===== config.mk =====
export PLATFORM = sky130hd
export DESIGN_NAME = scalar_bank_requester
export DESIGN_NICKNAME = d
export VERILOG_FILES = /design/src/rtl/scalar_bank_requester.sv
export SDC_FILE = /design/constraint.sdc
export NUM_CORES = 1
export LEC_CHECK = 0
export ABC_AREA = 1
export ABC_CLOCK_PERIOD_IN_PS = 1700
export BUFFER_PORTS_ARGS = -buffer_cell sky130_fd_sc_hd__buf_2
export CAP_MARGIN = 20
export CORE_MARGIN = 2
export CORE_UTILIZATION = 49
export CTS_BUF_LIST = sky130_fd_sc_hd__clkbuf_16
export DETAILED_ROUTE_END_ITERATION = 12
export HOLD_SLACK_MARGIN = 0.08
export PLACE_DENSITY = 0.8
export SETUP_SLACK_MARGIN = 0.05
export SLEW_MARGIN = 20
export SYNTH_ARGS = -nofsm -noshare
export SYNTH_HDL_FRONTEND = slang
export SYNTH_SLANG_ARGS = --single-unit

===== constraint.sdc =====
create_clock -name clk -period 1.7 [get_ports clk]
set_clock_uncertainty 0.05 [all_clocks]
set_input_delay 0.255 -clock clk [delete_from_list [all_inputs] [get_ports clk]]
set_output_delay 0.255 -clock clk [all_outputs]
set_load 0.05 [all_outputs]

===== src/rtl/scalar_bank_requester.sv =====
// scalar_bank_requester: splits byte/half/word requests into bank accesses and reassembles read data.
module scalar_bank_requester #(
  parameter int BYTE_AW = 12,
  parameter int DW      = 32
) (
  input  logic               clk,
  input  logic               rst,
  input  logic               req_vld,
  output logic               req_rdy,
  input  logic               req_we,
  input  logic [1:0]         req_len,
  input  logic [BYTE_AW-1:0] req_adr,
  input  logic [DW-1:0]      req_din,
  output logic               resp_vld,
  output logic [DW-1:0]      resp_dout,
  output logic               err_len,
  output logic               bank_re,
  output logic               bank_we,
  output logic [1:0]         bank_len,
  output logic [BYTE_AW-1:0] bank_adr,
  output logic [DW-1:0]      bank_din,
  input  logic [DW-1:0]      bank_dout,
  input  logic               bank_dout_vld
);
  typedef enum logic [1:0] {IDLE, ISSUE, WAIT} state_t;
  state_t state_q, state_d;
  logic we_q, we_d, mis_q, mis_d;
  logic [1:0] len_q, len_d, r_q, r_d;
  logic [2:0] n_q, n_d, k_q, k_d;
  logic [BYTE_AW-1:0] adr_q, adr_d;
  logic [DW-1:0] din_q, din_d, rx_q, rx_d, rx_nxt, mask;
  logic bank_re_q, bank_re_d, bank_we_q, bank_we_d;
  logic [1:0] bank_len_q, bank_len_d;
  logic [BYTE_AW-1:0] bank_adr_q, bank_adr_d;
  logic [DW-1:0] bank_din_q, bank_din_d;
  logic resp_vld_q, resp_vld_d, err_len_q, err_len_d;
  logic [DW-1:0] resp_dout_q, resp_dout_d;
  logic [1:0] acc_len;
  logic acc_mis, cap, last;
  assign acc_len = req_len == 2'd2 ? 2'd0 : req_len;
  assign acc_mis = (acc_len == 2'd1 && req_adr[0]) || (acc_len == 2'd3 && req_adr[1:0] != 2'd0);
  // Read data may arrive while later accesses are still being issued.
  assign cap = state_q != IDLE && !we_q && bank_dout_vld;
  assign last = {1'b0, r_q} == n_q - 3'd1;
  assign mask = {{(DW-16){len_q[1]}}, {8{len_q[0]}}, 8'hFF};
  assign req_rdy = state_q == IDLE;
  assign bank_re = bank_re_q;
  assign bank_we = bank_we_q;
  assign bank_len = bank_len_q;
  assign bank_adr = bank_adr_q;
  assign bank_din = bank_din_q;
  assign resp_vld = resp_vld_q;
  assign resp_dout = resp_dout_q;
  assign err_len = err_len_q;
  always_comb begin
    state_d = state_q;
    we_d = we_q;
    mis_d = mis_q;
    len_d = len_q;
    adr_d = adr_q;
    din_d = din_q;
    n_d = n_q;
    k_d = k_q;
    r_d = r_q;
    rx_d = rx_q;
    bank_re_d = 1'b0;
    bank_we_d = 1'b0;
    bank_len_d = bank_len_q;
    bank_adr_d = bank_adr_q;
    bank_din_d = bank_din_q;
    resp_vld_d = 1'b0;
    resp_dout_d = resp_dout_q;
    err_len_d = 1'b0;
    rx_nxt = rx_q;
    rx_nxt[8*r_q +: 8] = bank_dout[7:0];
    if (state_q == IDLE && req_vld) begin
      state_d = ISSUE;
      we_d = req_we;
      len_d = acc_len;
      adr_d = req_adr;
      din_d = req_din;
      mis_d = acc_mis;
      n_d = acc_mis ? (acc_len == 2'd1 ? 3'd2 : 3'd4) : 3'd1;
      k_d = 3'd1;
      r_d = 2'd0;
      rx_d = '0;
      err_len_d = req_len == 2'd2;
      bank_re_d = !req_we;
      bank_we_d = req_we;
      bank_len_d = acc_mis ? 2'd0 : acc_len;
      bank_adr_d = req_adr;
      bank_din_d = acc_mis ? {{(DW-8){1'b0}}, req_din[7:0]} : req_din;
    end
    if (state_q == ISSUE) begin
      if (k_q == n_q) begin
        state_d = we_q ? IDLE : WAIT;
      end else begin
        bank_re_d = !we_q;
        bank_we_d = we_q;
        bank_len_d = 2'd0;
        bank_adr_d = adr_q + BYTE_AW'(k_q);
        bank_din_d = {{(DW-8){1'b0}}, din_q[8*k_q[1:0] +: 8]};
        k_d = k_q + 3'd1;
      end
    end
    if (cap && mis_q) begin
      rx_d = rx_nxt;
      r_d = r_q + 2'd1;
      resp_vld_d = last;
      resp_dout_d = last ? rx_nxt : resp_dout_q;
      state_d = last ? IDLE : state_d;
    end else if (cap) begin
      resp_vld_d = 1'b1;
      resp_dout_d = bank_dout & mask;
      state_d = IDLE;
    end
  end
  always_ff @(posedge clk) begin
    if (rst) begin
      state_q <= IDLE;
      we_q <= 1'b0;
      mis_q <= 1'b0;
      len_q <= '0;
      adr_q <= '0;
      din_q <= '0;
      n_q <= '0;
      k_q <= '0;
      r_q <= '0;
      rx_q <= '0;
      bank_re_q <= 1'b0;
      bank_we_q <= 1'b0;
      bank_len_q <= '0;
      bank_adr_q <= '0;
      bank_din_q <= '0;
      resp_vld_q <= 1'b0;
      resp_dout_q <= '0;
      err_len_q <= 1'b0;
    end else begin
      state_q <= state_d;
      we_q <= we_d;
      mis_q <= mis_d;
      len_q <= len_d;
      adr_q <= adr_d;
      din_q <= din_d;
      n_q <= n_d;
      k_q <= k_d;
      r_q <= r_d;
      rx_q <= rx_d;
      bank_re_q <= bank_re_d;
      bank_we_q <= bank_we_d;
      bank_len_q <= bank_len_d;
      bank_adr_q <= bank_adr_d;
      bank_din_q <= bank_din_d;
      resp_vld_q <= resp_vld_d;
      resp_dout_q <= resp_dout_d;
      err_len_q <= err_len_d;
    end
  end
endmodule


Word level (Yosys, flattened, before mapping)
Cells that the tools add are included.
{"block": "word_totals", "inputBits": 83, "wordCells": 91, "regBits": 172, "output_inout_bits": 83}
{"block": "classes", "n_eq_ne": 7, "n_mux": 40, "n_reduce_logical": 16, "shift": 3, "addsub": 5, "bitwise_logic": 2}
{"op": "$mux W32", "count": 9}
{"op": "$mux W12", "count": 3}
{"op": "$neg A5 Y34", "count": 1}
{"op": "$shift A8 B34 Y32 const A", "count": 1}
{"op": "$shiftx A8 B34 Y32", "count": 1}
{"op": "$and A32 B32 Y32", "count": 1}
{"op": "$bwmux W32", "count": 1}
{"op": "$shiftx A32 B6 Y8", "count": 1}
{"op": "$mux W2", "count": 14}
{"op": "$mux W3", "count": 5}
{"op": "$add A12 B3 Y12", "count": 1}
{"op": "$mux W1", "count": 8}
{"op": "$reduce_bool A2 Y1", "count": 4}
{"op": "$logic_and A1 B1 Y1", "count": 6}
{"op": "$eq A2 B1 Y1 const B", "count": 2}
{"op": "$eq A2 B2 Y1 const B", "count": 2}
{"op": "$add A3 B1 Y3 const B", "count": 1}
{"op": "$eq A2 B3 Y1", "count": 1}
{"op": "$eq A3 B3 Y1", "count": 1}
{"op": "$sub A3 B1 Y3 const B", "count": 1}
{"op": "$add A2 B1 Y2 const B", "count": 1}
{"op": "$logic_not A1 Y1", "count": 2}
{"op": "$logic_not A2 Y1", "count": 1}
{"op": "$ne A2 B2 Y1 const B", "count": 1}
{"op": "4 further kinds", "count": 4}

Logic depth before layout (Yosys ltp)
{"block": "depth", "depth_word": 9, "mapped_depth": 14, "mapped_depth_nobuf": 14}

Worst setup path after synthesis
Ideal clock, no wire load.
{"block": "synth_path", "kind": "register to register", "from": "register k_q[1]", "to": "register bank_adr_q[10], in the netlist bank_adr[10]", "path_stages_with_launch": 14, "slack_ps": -130, "arrival_time_ps": 1715, "required_ps": 1585, "path_cell_list": "dfxtp_1 -> clkinv_1 -> fa_1 -> inv_1 -> nand2_1 -> nand2_1 -> nand2_1 -> inv_1 -> nand2_1 -> nand2_1 -> inv_1 -> nor2_1 -> nor2_1 -> nor2_1"}
{"block": "synth_via", "elab_chain_len": 3, "elab_cells_between_ends": 4}
{"item": "start, declared", "line_no": "29", "text": "logic [2:0] n_q, n_d, k_q, k_d;"}
{"item": "start signal, assigned", "line_no": "146", "text": "k_q <= k_d;"}
{"item": "$add A12 B3 Y12 / $eq A3 B3 Y1 (equally long branches)", "line_no": "101, 95"}
{"item": "$mux W12 *", "line_no": "95", "text": "if (k_q == n_q) begin"}
{"item": "$mux W12 *", "line_no": "94", "text": "if (state_q == ISSUE) begin"}
{"item": "end signal, assigned", "line_no": "152", "text": "bank_adr_q <= bank_adr_d;"}
{"item": "end, declared", "line_no": "34", "text": "logic [BYTE_AW-1:0] bank_adr_q, bank_adr_d;"}
Every way passes the cells marked *; elsewhere a longest branch is shown, timed or not.
A chain may end at the register's enable or synchronous reset.

Worst setup path in the final report
{"block": "layout_path", "from": "register n_q[0]", "to": "register resp_dout_q[4], in the netlist resp_dout[4]"}
{"block": "layout_via", "elab_chain_len": 4}
{"item": "start, declared", "line_no": "29"}
{"item": "start signal, assigned", "line_no": "145", "text": "n_q <= n_d;"}
{"item": "$sub A3 B1 Y3", "line_no": "44", "text": "assign last = {1'b0, r_q} == n_q - 3'd1;"}
{"item": "$eq A2 B3 Y1", "line_no": "44"}
{"item": "$ne A2 B2 Y1 (no source line)"}
{"item": "$reduce_and A2 Y1 (no source line)"}
{"item": "end signal, assigned", "line_no": "155", "text": "resp_dout_q <= resp_dout_d;"}
{"item": "end, declared", "line_no": "37", "text": "logic [DW-1:0] resp_dout_q, resp_dout_d;"}
No other way between the ends.

==> summary.md <==
| Metric | Value |
|---|---|
| Post-Synthesis Cells | `1,096` |
| First-pass GRT wire length | `34,900 µm` |
| Type of the worst setup path | `flip-flop to flip-flop` |
| Proportion of total power due to net switching | `31.5%` |
| Number of CTS-inserted buffers | `17` |
| Power per standard cell area | `1060 nW/µm²` |
| Internal Pwr Total | `7560 µW` |
| Relative area change from synthesis to final layout | `34.5%` |
| Total wire length after detailed routing | `22,700 µm` |
| Share of total power in sequential cells | `40.4%` |
| Vias in the first global route | `7,479` |
| Std-Cell Core Area | `15,300 µm²` |
| Number of antenna repair diodes | `0` |
| Die boundary width | `129 µm` |
| DR DRC count | `0` |
| Count of endpoints failing hold in the final timing report | `0` |
| Total global routing track utilization | `25.8%` |
| Critical path capture point type | `flip-flop` |
| Final worst-path cycle share | `101%` |
| Standby leakage power | `0.00489 µW` |
| Sort of element at the start of the critical path | `flip-flop` |
| Clock Latency Late Sink | `0.43 ns` |
| Syn_area_per_cell | `7.04 µm²` |
| Instance count after placement with tap cells included | `1,447` |
| Relative contribution of combinational cells to total power | `21.5%` |
| 1st-iter DRT viols | `651` |
| Worst Min Path Start | `req_din[0]` |
| Unrepaired setup endpoints after global routing | `yes` |
| Maximum clock frequency | `585 MHz` |
| Max FO, Critical Path | `5` |
| FF-to-FF setup slack | `-0.009 ns` |
| Most common cell after layout, fill and taps aside | `sky130_fd_sc_hd__nand2_1` |
| CTS Buffer Depth | `2` |
| Data arrival time at the worst-slack endpoint | `2.04 ns` |
| Proportion of synthesized chip area in sequential cells | `44.6%` |
| Total power of the final layout | `11,000 µW` |
| End of the worst register-to-register path | `resp_dout[4]` |
| Clk slew on worst S/H paths | `0.07 ns` |
| Sw power | `3470 µW` |
| Remaining global-route overflow | `0` |
| Count of input and output buffers | `165` |
| Remaining antenna violation count | `0` |
| Highest-count cells in the layout ignoring fill and taps | `334 x sky130_fd_sc_hd__nand2_1, 166 x sky130_fd_sc_hd__dfxtp_1, 164 x sky130_fd_sc_hd__buf_2` |
| Endpoint, Worst Hold | `din_q[0]` |
| FF+latch count, synth | `172` |
| Top-level port count | `166` |
| Clk pwr share | `38.1%` |
| Starting density of the core | `50.4%` |
| Iteration count of the initial detailed-routing pass | `6` |
| Number of setup violations in the final report | `2` |
| Total nets after synthesis | `1,190` |
| Routability congestion estimate | `0.918` |
| Crit path time final | `1.71 ns` |
| Crit path required time | `2.03 ns` |
| Number of standard cells in the final layout excluding fillers | `1,528` |
| Die Area | `16,800 µm²` |
| Number of distinct library cells after synthesis | `37` |
| Final net count | `1,398` |
| Max cap viols | `0` |
| Cell type contributing the most total cell area after synthesis | `sky130_fd_sc_hd__dfxtp_1` |
| Clock sink count | `172` |
| Layout cell share with drive strength beyond 1 | `26.1%` |
| Number of H-tree branching levels | `4` |
| Filler cell count in the final layout | `1,287` |
| Final max-slew violation count | `0` |
| Hold Crit Class | `input port to flip-flop` |
| Top cell type's share of synthesized area | `44.6%` |
| DR vias | `8,089` |
| Slew of the pin with the lowest slew margin | `0.368 ns` |
| Cell count of the worst reg-to-reg path | `11` |
| IR Drop Worst-Case VDD | `782 µV` |
| Relative slew margins | `75.5%` |
| Clk root buf | `sky130_fd_sc_hd__clkbuf_16` |
| Chip Height | `129 µm` |
| Top area cells in the synthesized netlist | `sky130_fd_sc_hd__dfxtp_1 45%, sky130_fd_sc_hd__nand2_1 18%, sky130_fd_sc_hd__a21oi_1 8.3%, sky130_fd_sc_hd__nand3_1 6.5%, sky130_fd_sc_hd__nor2_1 4.2%` |
| Failing checks | `negative setup slack` |
| Area of combinational cells with multiple inputs | `3920 µm²` |
| Reg-to-Reg Start | `n_q[0]` |
| Routed length per placed instance | `14.8 µm` |
| Combined flip-flop and latch cell area | `3450 µm²` |
| Status | `finished with violations` |
| Std-Cell Rows | `45` |
| Combined area of all synthesized cells | `7710 µm²` |
| Maximum number of pins on one net before global-route repair | `79` |
| Hold path cells | `3` |
| Antenna violations before repair | `0` |
| Routed vias/inst | `5.29` |
| TritonCTS clock tree | `done` |
| YS warnings | `0` |
| Post-route worst setup slack | `-0.00869 ns` |
| Total half-perimeter wirelength after legalization and detailed placement | `14,400 µm` |
[how the worst max path moves through the flow]
stage,end,startpoint,cells past startpoint
6_report,resp_dout[4],n_q[0],11
5_1_grt,bank_adr[10],k_q[0],14
4_1_cts,bank_adr[10],k_q[0],14
3_5_place_dp,bank_adr[10],k_q[0],14
3_3_place_gp,bank_adr[10],k_q[0],14
2_1_floorplan,resp_dout[0],r_q[0],9
[per-stage QoR]
step	setup WS, ns	setup TNS, ns	instance area (µm²)	util (%)	hold WS (ns)
global route	-0.119	-2.47	10400	67.8	0.106
CTS	0.000576	0	9980	65.1	0.0804
detailed placement	-0.0638	-0.0862	8840	57.7	0.405
global placement	-0.00934	-0.00934	8840	57.7	0.400
finish	-0.00869	-0.0128	10400	67.8	0.0930
floorplan	0.0186	0	7720	-	0.284
[cells by family after synthesis]
family | count (synthesis) | synth area share (%)
AOI/OAI and AO/OA | 186 | 13.0
buffers and inverters | 138 | 8.58
adders and majority gates | 11 | 1.88
xor gates and xnor gates | 9 | 1.02
DFF | 172 | 44.6
and+or+nand+nor | 580 | 30.9
[synth_stat cells]
cell type and n:
sky130_fd_sc_hd__o21ai_0 14, sky130_fd_sc_hd__clkbuf_1 21, sky130_fd_sc_hd__o21a_1 1, sky130_fd_sc_hd__buf_4 10, sky130_fd_sc_hd__xor2_1 6, sky130_fd_sc_hd__ha_1 10, sky130_fd_sc_hd__inv_8 1, sky130_fd_sc_hd__a21oi_1 128
sky130_fd_sc_hd__nand3_1 100, sky130_fd_sc_hd__or2_2 1, sky130_fd_sc_hd__inv_1 62, sky130_fd_sc_hd__buf_2 18, sky130_fd_sc_hd__nor2_2 1, sky130_fd_sc_hd__inv_2 5, sky130_fd_sc_hd__nand4_1 4, sky130_fd_sc_hd__dfxtp_1 172
sky130_fd_sc_hd__o22ai_1 24, sky130_fd_sc_hd__xnor2_1 3, sky130_fd_sc_hd__o21ai_1 4, sky130_fd_sc_hd__nand3_2 4, sky130_fd_sc_hd__a32oi_1 1, sky130_fd_sc_hd__nor3_1 2, sky130_fd_sc_hd__nand2_1 372, sky130_fd_sc_hd__clkinv_1 1
sky130_fd_sc_hd__fa_1 1, sky130_fd_sc_hd__a211oi_1 2, sky130_fd_sc_hd__nand2_2 6, sky130_fd_sc_hd__buf_1 9, sky130_fd_sc_hd__buf_6 10, sky130_fd_sc_hd__clkbuf_2 1, sky130_fd_sc_hd__a22oi_1 1, sky130_fd_sc_hd__a31oi_1 2
sky130_fd_sc_hd__nand2_4 1, sky130_fd_sc_hd__nor4_1 1, sky130_fd_sc_hd__o211ai_1 9, sky130_fd_sc_hd__nor2_4 2, sky130_fd_sc_hd__nor2_1 86
[routing by layer]
layer  vias up  part of all wire, %  global-route usage (%)
met3        57                  7.0                    5.90
met5         -                    0                       0
met4         0                  3.1                    10.6
met1      3723                   40                    31.3
li1       3977                    -                       -
met2       332                   50                    44.3
[layout make-up]
cell class | count | share of cell area (%)
clock inverter | 15 | 2.03
sequential | 172 | 33.3
clock buffer | 17 | 4.10
inverter | 69 | 2.70
multi-input combinational | 786 | 37.7
tap | 211 | 2.54
timing repair buffer | 258 | 17.6
[state kept, by name (all words and copies together), names as in the netlist]
signal     flops
adr_q         12
bank_adr      12
bank_din      32
bank_len       2
bank_re        1
bank_we        1
din_q         32
err_len        1
k_q            3
len_q          2
mis_q          1
n_q            3
r_q            2
resp_dout     32
resp_vld       1
rx_q          32
state_q        2
we_q           1
[power by group through the flow]
stage	registers, µW	clock network [µW]	logic, µW
2_1_floorplan	4990	0	1080
3_3_place_gp	4530	0	2070
3_5_place_dp	4530	0	2110
4_1_cts	4450	4230	2220
5_1_grt	4490	4410	2550
6_report	4460	4200	2370
[timing repair]
item                                    in CTS  in global routing
setup buffers                                3                  5
pin swaps                                    5                 17
hold buffers                                39                  0
gates cloned                                 1                  3
hold endpoints to repair                    42                  0
resized for setup                           19                 94
endpoints found under the setup margin      59                117
[worst max-delay path, cell delays in order (launching register included)]
cell and delay [ns]:
sky130_fd_sc_hd__dfxtp_2 0.35, sky130_fd_sc_hd__inv_4 0.05, sky130_fd_sc_hd__ha_4 0.25, sky130_fd_sc_hd__xor2_1 0.14
sky130_fd_sc_hd__nand3_1 0.08, sky130_fd_sc_hd__nand2_1 0.07, sky130_fd_sc_hd__nand2_2 0.09, sky130_fd_sc_hd__nor2_4 0.16
sky130_fd_sc_hd__buf_6 0.15, sky130_fd_sc_hd__clkbuf_16 0.16, sky130_fd_sc_hd__nand2_1 0.05, sky130_fd_sc_hd__nand2_1 0.05
(Power assumes the default switching activity.)
